$ cat config.mk
export PLATFORM = sky130hd
export DESIGN_NAME = framebuffer_arbiter
export DESIGN_NICKNAME = d
export VERILOG_FILES = /design/src/rtl/framebuffer_arbiter.sv
export SDC_FILE = /design/constraint.sdc
export NUM_CORES = 1
export LEC_CHECK = 0
export CAP_MARGIN = 20
export CORE_ASPECT_RATIO = 0.6
export CORE_MARGIN = 1.5
export CORE_UTILIZATION = 25
export DETAILED_ROUTE_END_ITERATION = 7
export PLACE_DENSITY = 0.65
export SYNTH_ARGS = -nofsm -noshare
export SYNTH_HDL_FRONTEND = slang
export SYNTH_SLANG_ARGS = --single-unit
$ cat constraint.sdc
create_clock -name clk -period 2.4 [get_ports clk]
set_clock_uncertainty 0.1 [all_clocks]
set_input_delay 0.24 -clock clk [delete_from_list [all_inputs] [get_ports clk]]
set_output_delay 0.24 -clock clk [all_outputs]
set_load 0.05 [all_outputs]
$ cat src/rtl/framebuffer_arbiter.sv
// framebuffer_arbiter: owns the single framebuffer RAM port and shares it
// between the display read path (highest priority), the clear/fill engine
// and the host write port. Display reads always win, so writes only land in
// cycles the display leaves free.
module framebuffer_arbiter #(
   parameter int VGA_WIDTH       = 640,
   parameter int VGA_HEIGHT      = 480,
   parameter int VGA_COLOR_DEPTH = 4,
   parameter int PIXEL_WIDTH     = VGA_COLOR_DEPTH * 3,
   parameter int ADDR_WIDTH      = 19
) (
   input  logic                   clk,
   input  logic                   rst_n,
   input  logic                   disp_req,
   input  logic [ADDR_WIDTH-1:0]  disp_addr,
   output logic                   disp_valid,
   output logic [PIXEL_WIDTH-1:0] disp_data,
   input  logic                   wr_valid,
   output logic                   wr_ready,
   input  logic [ADDR_WIDTH-1:0]  wr_addr,
   input  logic [PIXEL_WIDTH-1:0] wr_data,
   output logic                   wr_oob,
   input  logic                   clear_start,
   input  logic [PIXEL_WIDTH-1:0] clear_color,
   output logic                   clear_busy,
   output logic                   clear_done,
   output logic                   mem_en,
   output logic                   mem_we,
   output logic [ADDR_WIDTH-1:0]  mem_addr,
   output logic [PIXEL_WIDTH-1:0] mem_wdata,
   input  logic [PIXEL_WIDTH-1:0] mem_rdata
);

   localparam int NUM_WORDS = VGA_WIDTH * VGA_HEIGHT;
   localparam int AW1       = ADDR_WIDTH + 1;
   // One extra bit so the range limit is representable even when the buffer
   // fills the whole address space.
   localparam logic [ADDR_WIDTH:0]   NUM_WORDS_W = AW1'(NUM_WORDS);
   localparam logic [ADDR_WIDTH-1:0] LAST_IDX    = ADDR_WIDTH'(NUM_WORDS - 1);

   typedef enum logic [0:0] {
      ST_IDLE  = 1'b0,
      ST_CLEAR = 1'b1
   } state_t;

   state_t                 state_r;
   state_t                 state_nxt_s;
   logic [ADDR_WIDTH-1:0]  fill_cnt_r;
   logic [ADDR_WIDTH-1:0]  fill_cnt_nxt_s;
   logic [PIXEL_WIDTH-1:0] clear_color_r;
   logic [PIXEL_WIDTH-1:0] clear_color_nxt_s;
   logic                   disp_valid_r;
   logic                   wr_oob_r;
   logic                   clear_busy_r;
   logic                   clear_done_r;
   logic                   clear_done_nxt_s;
   logic                   wr_ready_s;
   logic                   wr_fire_s;
   logic                   wr_in_range_s;
   logic                   fill_own_s;

   // A host write may only proceed when the port is free and no fill is
   // starting or running; clear_start stalls a simultaneous host write.
   assign wr_ready_s    = wr_valid & ~disp_req & (state_r == ST_IDLE) & ~clear_start;
   assign wr_fire_s     = wr_valid & wr_ready_s;
   assign wr_in_range_s = ({1'b0, wr_addr} < NUM_WORDS_W);
   assign fill_own_s    = (state_r == ST_CLEAR) & ~disp_req;
   assign wr_ready      = wr_ready_s;

   // Port grant: display read, then fill write, then in-range host write.
   always_comb begin
      mem_en    = 1'b0;
      mem_we    = 1'b0;
      mem_addr  = {ADDR_WIDTH{1'b0}};
      mem_wdata = {PIXEL_WIDTH{1'b0}};
      if (disp_req) begin
         mem_en   = 1'b1;
         mem_addr = disp_addr;
      end else if (state_r == ST_CLEAR) begin
         mem_en    = 1'b1;
         mem_we    = 1'b1;
         mem_addr  = fill_cnt_r;
         mem_wdata = clear_color_r;
      end else if (wr_fire_s && wr_in_range_s) begin
         mem_en    = 1'b1;
         mem_we    = 1'b1;
         mem_addr  = wr_addr;
         mem_wdata = wr_data;
      end else begin
         mem_en = 1'b0;
      end
   end

   // Fill FSM next state, fill counter and colour latch.
   always_comb begin
      state_nxt_s       = state_r;
      fill_cnt_nxt_s    = fill_cnt_r;
      clear_color_nxt_s = clear_color_r;
      clear_done_nxt_s  = 1'b0;
      case (state_r)
         ST_IDLE: begin
            if (clear_start) begin
               state_nxt_s       = ST_CLEAR;
               fill_cnt_nxt_s    = {ADDR_WIDTH{1'b0}};
               clear_color_nxt_s = clear_color;
            end else begin
               state_nxt_s = ST_IDLE;
            end
         end
         ST_CLEAR: begin
            if (fill_own_s) begin
               if (fill_cnt_r == LAST_IDX) begin
                  state_nxt_s      = ST_IDLE;
                  clear_done_nxt_s = 1'b1;
               end else begin
                  fill_cnt_nxt_s = fill_cnt_r + ADDR_WIDTH'(1);
               end
            end else begin
               state_nxt_s = ST_CLEAR;
            end
         end
         default: begin
            state_nxt_s    = ST_IDLE;
            fill_cnt_nxt_s = {ADDR_WIDTH{1'b0}};
         end
      endcase
   end

   // FSM state register.
   always_ff @(posedge clk or negedge rst_n) begin
      if (!rst_n) begin
         state_r <= ST_IDLE;
      end else begin
         state_r <= state_nxt_s;
      end
   end

   // Fill counter and latched fill colour.
   always_ff @(posedge clk or negedge rst_n) begin
      if (!rst_n) begin
         fill_cnt_r    <= {ADDR_WIDTH{1'b0}};
         clear_color_r <= {PIXEL_WIDTH{1'b0}};
      end else begin
         fill_cnt_r    <= fill_cnt_nxt_s;
         clear_color_r <= clear_color_nxt_s;
      end
   end

   // Registered status outputs: read-data valid, OOB pulse, busy and done.
   always_ff @(posedge clk or negedge rst_n) begin
      if (!rst_n) begin
         disp_valid_r <= 1'b0;
         wr_oob_r     <= 1'b0;
         clear_busy_r <= 1'b0;
         clear_done_r <= 1'b0;
      end else begin
         disp_valid_r <= disp_req;
         wr_oob_r     <= wr_fire_s & ~wr_in_range_s;
         clear_busy_r <= (state_nxt_s == ST_CLEAR);
         clear_done_r <= clear_done_nxt_s;
      end
   end

   assign disp_valid = disp_valid_r;
   assign disp_data  = disp_valid_r ? mem_rdata : {PIXEL_WIDTH{1'b0}};
   assign wr_oob     = wr_oob_r;
   assign clear_busy = clear_busy_r;
   assign clear_done = clear_done_r;

endmodule

Word-level counts from Yosys, hierarchy flattened
Index checks and enable logic that the tools add are counted.

cells by class
  $add $sub $neg = 1
  magnitude comparators = 1
  equal/unequal tests = 4
  multiplexer cells = 22
  bitwise gates (word level) = 10
  reduce and logical (&&, ||, !) cells = 3

operators by type and width
  kind                                            count
  2-to-1 mux 19 bit                               6
  2-to-1 mux 12 bit                               4
  case mux 19 bit (2 select lines)                1
  adder 19 x 1 -> 19 bit (second input constant)  1
  equality test 19 bit (second input constant)    1
  < comparator 19 bit (second input constant)     1
  2-to-1 mux 1 bit                                10
  AND 1 bit                                       6
  != test 2 bit (second input constant)           2
  inverter 1 bit                                  4
  AND reduction 3 bit                             1
  != test 2 x 1 -> 1 bit (second input constant)  1
  case mux 1 bit (2 select lines)                 1
  AND reduction 2 bit                             1
  logical AND 1 bit                               1

word-level totals
  bits in registers = 35
  bits of input ports = 79
  output and inout bits = 50
  logic and storage cells = 47

Logic depth before layout (Yosys ltp)
Gate-level depths: netlist of run 1.

  word-level depth = 9
  depth in mapped cells = 7
  mapped depth without buffers = 5

Worst setup path before layout of run 1
OpenSTA, ideal clock, no wires.

  path type = register to output
  from = register clear_busy (netlist name)
  to = output port mem_addr[18]
  data arrival time = 3.098 ns
  slack = -1.038 ns
  cell stages (with the launch flop) = 7
  cells stage by stage = dfrtp_1 -> clkbuf_1 -> or4b_1 -> inv_1 -> nand2_1 -> o22a_1 -> o21ai_0

RTL lines
  item           line  RTL
  end, declared  29    output logic [ADDR_WIDTH-1:0] mem_addr,

==> impl_metrics.tcl, run 1 <==
set metrics [dict create \
    status "finished with violations" \
    violations "setup timing" \
    crit_fanout 12 \
    netlist_instances 312 \
    dp_hpwl_um 6820 \
    yosysWarnings 0 \
    clkPwrFrac 0.256 \
    diodes 0 \
    dieArea_sq_um 10200 \
    ir_drop_v 0.000316 \
    syn_to_final_growth_pct 98.1 \
    min_path_type "in -> reg" \
    crit_path_max_incr_delay_ns 0.51 \
    numPortBuffers 128 \
    grt_pass1_wl_um 14700 \
    yosysMostFrequentCell "nand2_1" \
    pin_count 129 \
    fin_area_sq_um 4760 \
    ys_types 48 \
    crit_chain "or4b_4, clkinvlp_4, nor2_2, a311o_1, buf_12, nor2_4, buf_12" \
    synth_compound_area_frac 0.238 \
    critical_path_required_ns 2.06 \
    synth_fa_ha_area_frac 0.00521 \
    gp_congestion 0.866 \
    synthTopCellsByArea "dfrtp_1 (36%), nand2_1 (13%), a21o_1 (5.3%), mux2i_1 (5.0%), o21ai_0 (5.0%)" \
    post_dp_cell_area_sq_um 4420 \
    ys_ff_latch 35 \
    synthFlopType "dfrtp_1" \
    grt_max_degree 42 \
    synth-xor-area-share 0 \
    p_leak_nw 2.14 \
    internal_power_mw 1.65 \
    grt_pass1_vias 2847 \
    switchingPower_mw 0.951 \
    tightest_slew_ns 0.846 \
    synth.top_cells.by_count "nand2_1 (82), dfrtp_1 (35), o21ai_0 (24)" \
    m1WireLength_um 4240 \
    drtIter0Drc 151 \
    slew_headroom 0.436 \
    cts_tree "done" \
    die_h_um 78.9 \
    path_clk_slew_ns 0.06 \
    finalMaxSlewViolations 0 \
    timing.final.ws_setup_ns -0.0342 \
    avgSynthCellArea_sq_um 7.70 \
    cp-start-kind "register" \
    grt_overflow 0 \
    die_w_um 130 \
    share_seq_of_total_power 0.310 \
    sw_frac_of_total 0.366 \
    cap_violations 0 \
    setup_viol 11 \
    n_fill_cell 852 \
    core-area_sq_um 9260 \
    first_pass_iters 5 \
    rsz0062_at_grt "yes" \
    post_drt_wl_per_cell_um 15.7 \
    power_frac_comb 0.433 \
    wl_met3_um 941 \
    slowest_stage "or4b_4" \
    hold_viol 0 \
    critPathKind "reg -> out" \
    clkSinkCount 35 \
    path_buf_inv 3 \
    insertion_delay_ns 0.28 \
    finalCritPeriodShare 1.01 \
    totalWireLength_um 9230 \
    yosys.area.top_type_share 0.365 \
    synth_edf_count 0 \
    grt_use_total 0.183 \
    met2_length_um 4020 \
    async_flop_share 1.00 \
    antenna_found_initial 0 \
    p_total_mw 2.60 \
    crit_path_frequent_cell "buf_12" \
    synthSimpleGateAreaFrac 0.294 \
    netlist_area_sq_um 2400 \
    fmax_mhz 411 \
    fin_crit_ns 2.43 \
    initial_core_util 0.259 \
    synth_mux_area_frac 0.0500 \
    cts_max_path_buffers 2 \
    ctsHtreeMaxLevel 2 \
    top_layer "met4" \
    reg2reg_depth 4 \
    crit_arrival_ns 2.09 \
    vias_per_cell 4.97 \
    synth_area_leader_cell "dfrtp_1" \
    num_vias 2918 \
    drc 0 \
    cts_buffers 5 \
    cp_top_family "simple AND/OR/NAND/NOR gates" \
    synth_top_family_by_area "simple AND/OR/NAND/NOR gates" \
    antenna_left 0 \
    layout-drive-gt1-share 0.249 \
    yosysSeqAreaShare 0.365 \
    clockRootBuffer "clkbuf_16" \
    placementRows 27 \
    min_path_cells 3 \
    path_depth 7 \
    power.density_nw_per_um2 547 \
    nets 536 \
    cp-end-kind "output pin" \
    syn_nets 392 \
]
==> worst min-delay path, cell delays in order <==
cell    delay [ns]
buf_2         0.12
buf_4         0.17
o21a_1        0.13
==> power by group through the flow <==
stage / registers, mW / logic, mW / clock network [mW]
after floorplan: 0.767 / 0.582 / 0
after global placement: 0.802 / 1.09 / 0
after detailed placement: 0.807 / 1.11 / 0
after CTS: 0.799 / 1.12 / 0.679
after global routing: 0.820 / 1.20 / 0.713
final: 0.807 / 1.13 / 0.666
==> cell usage in the layout, fill, tap and decap left out, drive strengths merged, types with 2 or more instances in the layout <==
cell type and instances:
nor4 3, nand3 6, a21o 17, nand4b 2
o221ai 2, a41oi 2, o21a 3, and2 12
nand2 82, clkbuf 7, dlymetal6s2s 3, and3 4
mux2i 12, and4 2, inv 8, or4 3
a221o 2, o31ai 4, nor2 19, nand4 3
nor2b 2, or2 3, o211ai 3, or4b 2
nor3 3, clkdlybuf4s50 84, a22oi 3, or3 2
dfrtp 35, a31oi 8, a21oi 6, dlygate4sd2 2
o21ai 24, a211o 2, buf 68
==> registers in the layout, indices dropped and copies added (netlist names) <==
| signal | count |
|---|---|
| clear_busy | 1 |
| clear_color_r | 12 |
| clear_done | 1 |
| disp_valid | 1 |
| fill_cnt_r | 19 |
| wr_oob | 1 |
==> cells by family after synthesis <==
logic type / Yosys count
buffers and inverters: 30
adder cells (fa/ha/maj): 1
AO/OA/AOI/OAI: 84
AND/OR/NAND/NOR: 150
multiplexers: 12
flip-flops: 35
==> layer usage <==
metal | up-vias | track usage
met5 | - | 0
met4 | 0 | 0.0200
met3 | 9 | 0.0472
met2 | 163 | 0.293
met1 | 1349 | 0.257
li1 | 1397 | -
==> through the flow <==
step / std cells / setup slack (ns) / hold slack, ns / utilization / TNS (ns)
after global placement: 575 / -0.136 / 0.291 / 0.477 / -2.06
after CTS: 586 / -0.0516 / 0.296 / 0.507 / -0.636
final: 587 / -0.0342 / 0.321 / 0.514 / -0.239
after floorplan: 312 / -0.266 / -0.156 / - / -3.63
after global routing: 587 / -0.112 / 0.328 / 0.514 / -1.26
after detailed placement: 575 / -0.153 / 0.295 / 0.477 / -2.77
==> layout make-up <==
class,instances,area (sq um),area share
timing repair buffer,158,1910,0.401
multi-input combinational,247,1620,0.341
sequential,35,877,0.184
tap,130,163,0.0342
clock buffer,7,143,0.0300
inverter,9,37.5,0.00789
clock inverter,1,5.00,0.00105
==> path summary, 6_finish.rpt <==
check	startpoint	endpoint	slack [ns]
min in group asynchronous	rst_n	clear_done	0.53
max in group asynchronous	rst_n	clear_busy	1.08
worst min-delay path	disp_req	clear_busy	0.32
worst max register to register	fill_cnt_r[17]	fill_cnt_r[0]	0.08
worst min register to register	clear_color_r[10]	clear_color_r[10]	0.38
worst max-delay path	clear_busy	mem_wdata[10]	-0.03
==> repair_timing <==
action | 4_1_cts | 5_1_grt
gates resized for setup | 14 | 15
cloned | 1 | 0
pin swaps | 8 | 8
buffers inserted | 1 | 1
hold buffers | 1 | 0
hold endpoints to repair | 1 | 0
setup endpoints to repair | 32 | 30
Power figures use the tool's default switching activity.
==> run 2: changes to the inputs <==
- CORE_UTILIZATION: 25 -> 40
- GPL_ROUTABILITY_DRIVEN: unset -> 0
- PLACE_DENSITY: 0.65 -> 0.92
==> impl_metrics.tcl, run 2 (same netlist as run 1, synthesis figures left out) <==
set metrics [dict create \
    power.density_nw_per_um2 524 \
    diodes 0 \
    regArea_sq_um 877 \
    critical_path_required_ns 2.06 \
    cts_buffers 5 \
    first_pass_iters 6 \
    setup_viol 23 \
    multi_input_comb_area_sq_um 1580 \
    p_leak_nw 2.06 \
    cts_tree "done" \
    min_path_type "in -> reg" \
    tightest_slew_ns 0.824 \
    regMostFlops "fill_cnt_r" \
    crit_path_frequent_cell "buf_12" \
    drc 0 \
    ctsHtreeMaxLevel 2 \
    dpl.cell_count 520 \
    place_ws_ns -0.136 \
    n_fill_cell 383 \
    layout-drive-gt1-share 0.236 \
    fin_area_sq_um 4540 \
    fin_crit_ns 2.47 \
    worstSetupStartpoint "clear_busy" \
    reg_top3 "fill_cnt_r x19, clear_color_r x12" \
    cts_max_path_buffers 2 \
    fmax_mhz 404 \
    cp-end-kind "output pin" \
    critPathKind "reg -> out" \
    finalMaxSlewViolations 0 \
    core-area_sq_um 5680 \
    largest_register_ffs 19 \
    drtIter0Drc 245 \
    totalWireLength_um 9500 \
    layout_commonest_cell "clkdlybuf4s50_1" \
    crit_path_max_incr_delay_ns 0.50 \
    grt_pass1_wl_um 14800 \
    stdcell_count 533 \
    die_w_um 103 \
    insertion_delay_ns 0.30 \
    rr_startpoint "fill_cnt_r[14]" \
    clkSinkCount 35 \
    post_dp_cell_area_sq_um 4310 \
    violations "setup timing" \
    die_h_um 63.0 \
    crit_chain "or4b_4, clkinvlp_4, nor2_2, a311o_1, buf_12, nor2_4, buf_12" \
    dp_hpwl_um 6920 \
    slowest_stage "or4b_4" \
    crit_arrival_ns 2.13 \
    nets 532 \
    dieArea_sq_um 6490 \
    final_util 0.801 \
    numPortBuffers 128 \
    crit_fanout 12 \
    timing.final.ws_setup_ns -0.0722 \
    slew_headroom 0.450 \
    clockRootBuffer "clkbuf_8" \
    antenna_found_initial 0 \
    grt_pass1_vias 3015 \
    finalCritPeriodShare 1.03 \
    cp-start-kind "register" \
    hold_viol 0 \
    placementRows 21 \
    grt_overflow 0 \
    grt_use_total 0.299 \
    grt_max_degree 47 \
    vias_per_cell 5.71 \
    status "finished with violations" \
    path_clk_slew_ns 0.07 \
    hp-start "clear_color[3]" \
    num_vias 3041 \
    ir_drop_v 0.000402 \
    cap_violations 0 \
    reg2reg_depth 5 \
    antenna_left 0 \
    initial_core_util 0.423 \
    most-common-layout-cells "clkdlybuf4s50_1 (88), nand2_1 (81), buf_12 (36)" \
    whs_ns 0.363 \
    post_drt_wl_per_cell_um 17.8 \
    min_path_cells 3 \
    pin_count 129 \
    syn_to_final_growth_pct 89.3 \
    rsz0062_at_grt "yes" \
]
[run 2: cell count changes in the layout (fill, tap and decap cells not counted), moves of 2 or more]
cell,delta
clkbuf_8,+4
a21o_4,-7
clkdlybuf4s50_1,+4
a21o_2,+7
buf_4,-5
clkinvlp_4,+2
clkbuf_16,-5
[run 2: report_power, final]
part,internal [mW],total [mW],switching [mW],leakage [nW]
Combinational,0.543,1.13,0.588,1.58
Sequential,0.682,0.814,0.133,0.440
Clock,0.203,0.433,0.231,0.0412
Total,1.43,2.38,0.951,2.06
[run 2: timing repair]
item                                    in CTS  in global routing
pin swaps                                    3                  5
gates cloned                                 1                  0
endpoints found under the setup margin      31                 35
setup buffers                                0                  3
hold buffers                                 1                  0
endpoints found under the hold margin       35                  0
gates resized for setup                     12                 16
[run 2: final timing paths]
| path | to | slack, ns |
|---|---|---|
| setup / recovery | mem_wdata[6] | -0.07 |
| hold / removal | clear_color_r[3] | 0.36 |
| setup reg to reg | fill_cnt_r[3] | 0.06 |
| hold reg to reg | clear_color_r[0] | 0.39 |
| max in group asynchronous | clear_busy | 1.14 |
| min in group asynchronous | wr_oob | 0.48 |
[run 2: through the flow]
step | TNS, ns | power [mW]
floorplan | -3.63 | 1.35
global placement | -1.70 | 1.88
detailed placement | -2.24 | 1.93
CTS | -0.683 | 2.36
global route | -2.26 | 2.49
finish | -0.945 | 2.38
[run 2: final cells by class]
type | count | share of cell area
Clock buffer | 6 | 0.0160
Clock inverter | 2 | 0.00275
Inverter | 9 | 0.00909
Multi-Input combinational cell | 247 | 0.348
Sequential cell | 35 | 0.193
Tap cell | 80 | 0.0220
Timing Repair Buffer | 154 | 0.409
[run 2: worst max-delay path: cells and delay by family, from the launching register on]
kind,cells,cell delay [ns]
AOI/OAI and AO/OA,1,0.32
DFF,1,0.40
buffers and inverters,3,0.43
and+or+nand+nor,3,0.66
[run 2: per-layer routing]
layer / wire (um) / vias to the layer above / GRT usage
met5: 0 / - / 0
met4: 230 / 0 / 0.0929
met3: 1120 / 30 / 0.0962
met2: 4550 / 208 / 0.512
met1: 3590 / 1415 / 0.356
li1: - / 1388 / -
==> run 3: changes to the inputs <==
- CORE_UTILIZATION: 40 -> 30
- GPL_ROUTABILITY_DRIVEN: 0 -> unset
- PLACE_DENSITY: 0.92 -> 0.74
==> impl_metrics.tcl, run 3 (same netlist as run 1, synthesis figures left out) <==
set metrics [dict create \
    grt_util_met2 0.338 \
    regArea_sq_um 877 \
    tightest_slew_ns 0.810 \
    crit_end "mem_wdata[10]" \
    finalMaxSlewViolations 0 \
    n_fill_cell 666 \
    crit_chain "or4b_4, clkinvlp_4, nor2_1, a311o_1, buf_12, nor2_4, buf_12" \
    tns_ns -0.198 \
    grt_pass1_vias 2795 \
    insertion_delay_ns 0.28 \
    critPathKind "reg -> out" \
    violations "setup timing" \
    diodes 0 \
    pin_count 129 \
    crit_fanout 12 \
    crit_path_max_incr_delay_ns 0.51 \
    clockRootBuffer "clkbuf_16" \
    clkSinkCount 35 \
    largest_register_ffs 19 \
    nets 531 \
    grt.busiest_layer "met2" \
    slew_headroom 0.460 \
    cap_violations 0 \
    met3_usage 0.0574 \
    worstSetupStartpoint "clear_busy" \
    vias_per_cell 5.14 \
    cp-start-kind "register" \
    grt_overflow 0 \
    initial_core_util 0.307 \
    antenna_found_initial 0 \
    slowest_stage "or4b_4" \
    dp_hpwl_um 6800 \
    layout_commonest_cell "clkdlybuf4s50_1" \
    layout-drive-gt1-share 0.226 \
    reg2reg_depth 4 \
    stdcell_count 560 \
    die_w_um 118 \
    post_drt_wl_per_cell_um 16.1 \
    regMostFlops "fill_cnt_r" \
    cts_tree "done" \
    min_path_cells 2 \
    fmax_mhz 411 \
    syn_to_final_growth_pct 91.5 \
    hold_viol 0 \
    first_pass_iters 4 \
    die_h_um 72.3 \
    r2r_setup_slack_ns 0.13 \
    dieArea_sq_um 8570 \
    setup_viol 17 \
    drc 0 \
    num_vias 2881 \
    status "finished with violations" \
    power.density_nw_per_um2 557 \
    fin_crit_ns 2.43 \
    p_leak_nw 2.05 \
    path_clk_slew_ns 0.06 \
    ctsHtreeMaxLevel 2 \
    timing.final.ws_setup_ns -0.0329 \
    postCtsSetupBuffers 0 \
    crit_path_frequent_cell "buf_12" \
    min_path_type "reg -> reg" \
    antenna_left 0 \
    grt_use_total 0.210 \
    critical_path_required_ns 2.06 \
    cts_buffers 5 \
    rr_startpoint "fill_cnt_r[17]" \
    grt_pass1_wl_um 14400 \
    gp_congestion 0.903 \
    cts_max_path_buffers 2 \
    multi_input_comb_area_sq_um 1580 \
    place_ws_ns -0.170 \
    finalCritPeriodShare 1.01 \
    placementRows 25 \
    totalWireLength_um 8990 \
    r2r_end "fill_cnt_r[0]" \
    met1_usage 0.291 \
    reg_top3 "fill_cnt_r x19, clear_color_r x12" \
    p_total_mw 2.56 \
    crit_arrival_ns 2.09 \
    drtIter0Drc 220 \
    rsz0062_at_grt "yes" \
    numPortBuffers 128 \
    cp-end-kind "output pin" \
    dpl.cell_count 549 \
    core-area_sq_um 7820 \
    grt_max_degree 42 \
    most-common-layout-cells "clkdlybuf4s50_1 (88), nand2_1 (82), buf_12 (35)" \
    ir_drop_v 0.000316 \
]
run 3: routing by layer:
layer | wire [um] | vias to the layer above
met1 | 4070 | 1334
met5 | 0 | -
met3 | 901 | 4
met4 | 37 | 0
li1 | - | 1391
met2 | 3990 | 152
run 3: metrics by stage:
stage	util	instance area, sq um	hold WS [ns]
floorplan	-	2530	-0.156
CTS	0.579	4520	0.380
detailed placement	0.557	4350	0.286
global route	0.588	4600	0.389
finish	0.588	4600	0.377
global placement	0.557	4350	0.289
run 3: final cells by class:
class	count	area share
timing repair buffer	153	0.397
inverter	9	0.00817
multi-input combinational	247	0.343
clock buffer	6	0.0280
tap	108	0.0294
sequential	35	0.191
clock inverter	2	0.00272
run 3: timing repair:
action / CTS / global route
pin swaps: 2 / 7
hold buffers: 1 / 0
cloned: 1 / 1
hold endpoints to repair: 35 / 0
setup endpoints to repair: 33 / 34
resized for setup: 9 / 13
run 3: how the worst min path moves through the flow:
| stage | startpoint | end | slack [ns] |
|---|---|---|---|
| floorplan | rst_n | clear_busy | -0.16 |
| global placement | rst_n | fill_cnt_r[9] | 0.29 |
| detailed placement | rst_n | clear_color_r[9] | 0.29 |
| CTS | clear_color[9] | clear_color_r[9] | 0.38 |
| global route | clear_color[5] | clear_color_r[5] | 0.39 |
| finish | clear_color_r[10] | clear_color_r[10] | 0.38 |
run 3: report_power, final:
group          internal [mW]  total, mW  switching [mW]
clock network          0.383      0.639           0.256
logic                  0.548       1.12           0.576
registers              0.683      0.797           0.114
total                   1.61       2.56           0.946
run 3: worst max-delay path: cells and delay by family, from the launching register on:
| kind | cells | cell delay, ns |
|---|---|---|
| AO/OA/AOI/OAI | 1 | 0.32 |
| buffers and inverters | 3 | 0.41 |
| flip-flops | 1 | 0.40 |
| AND/OR/NAND/NOR | 3 | 0.67 |
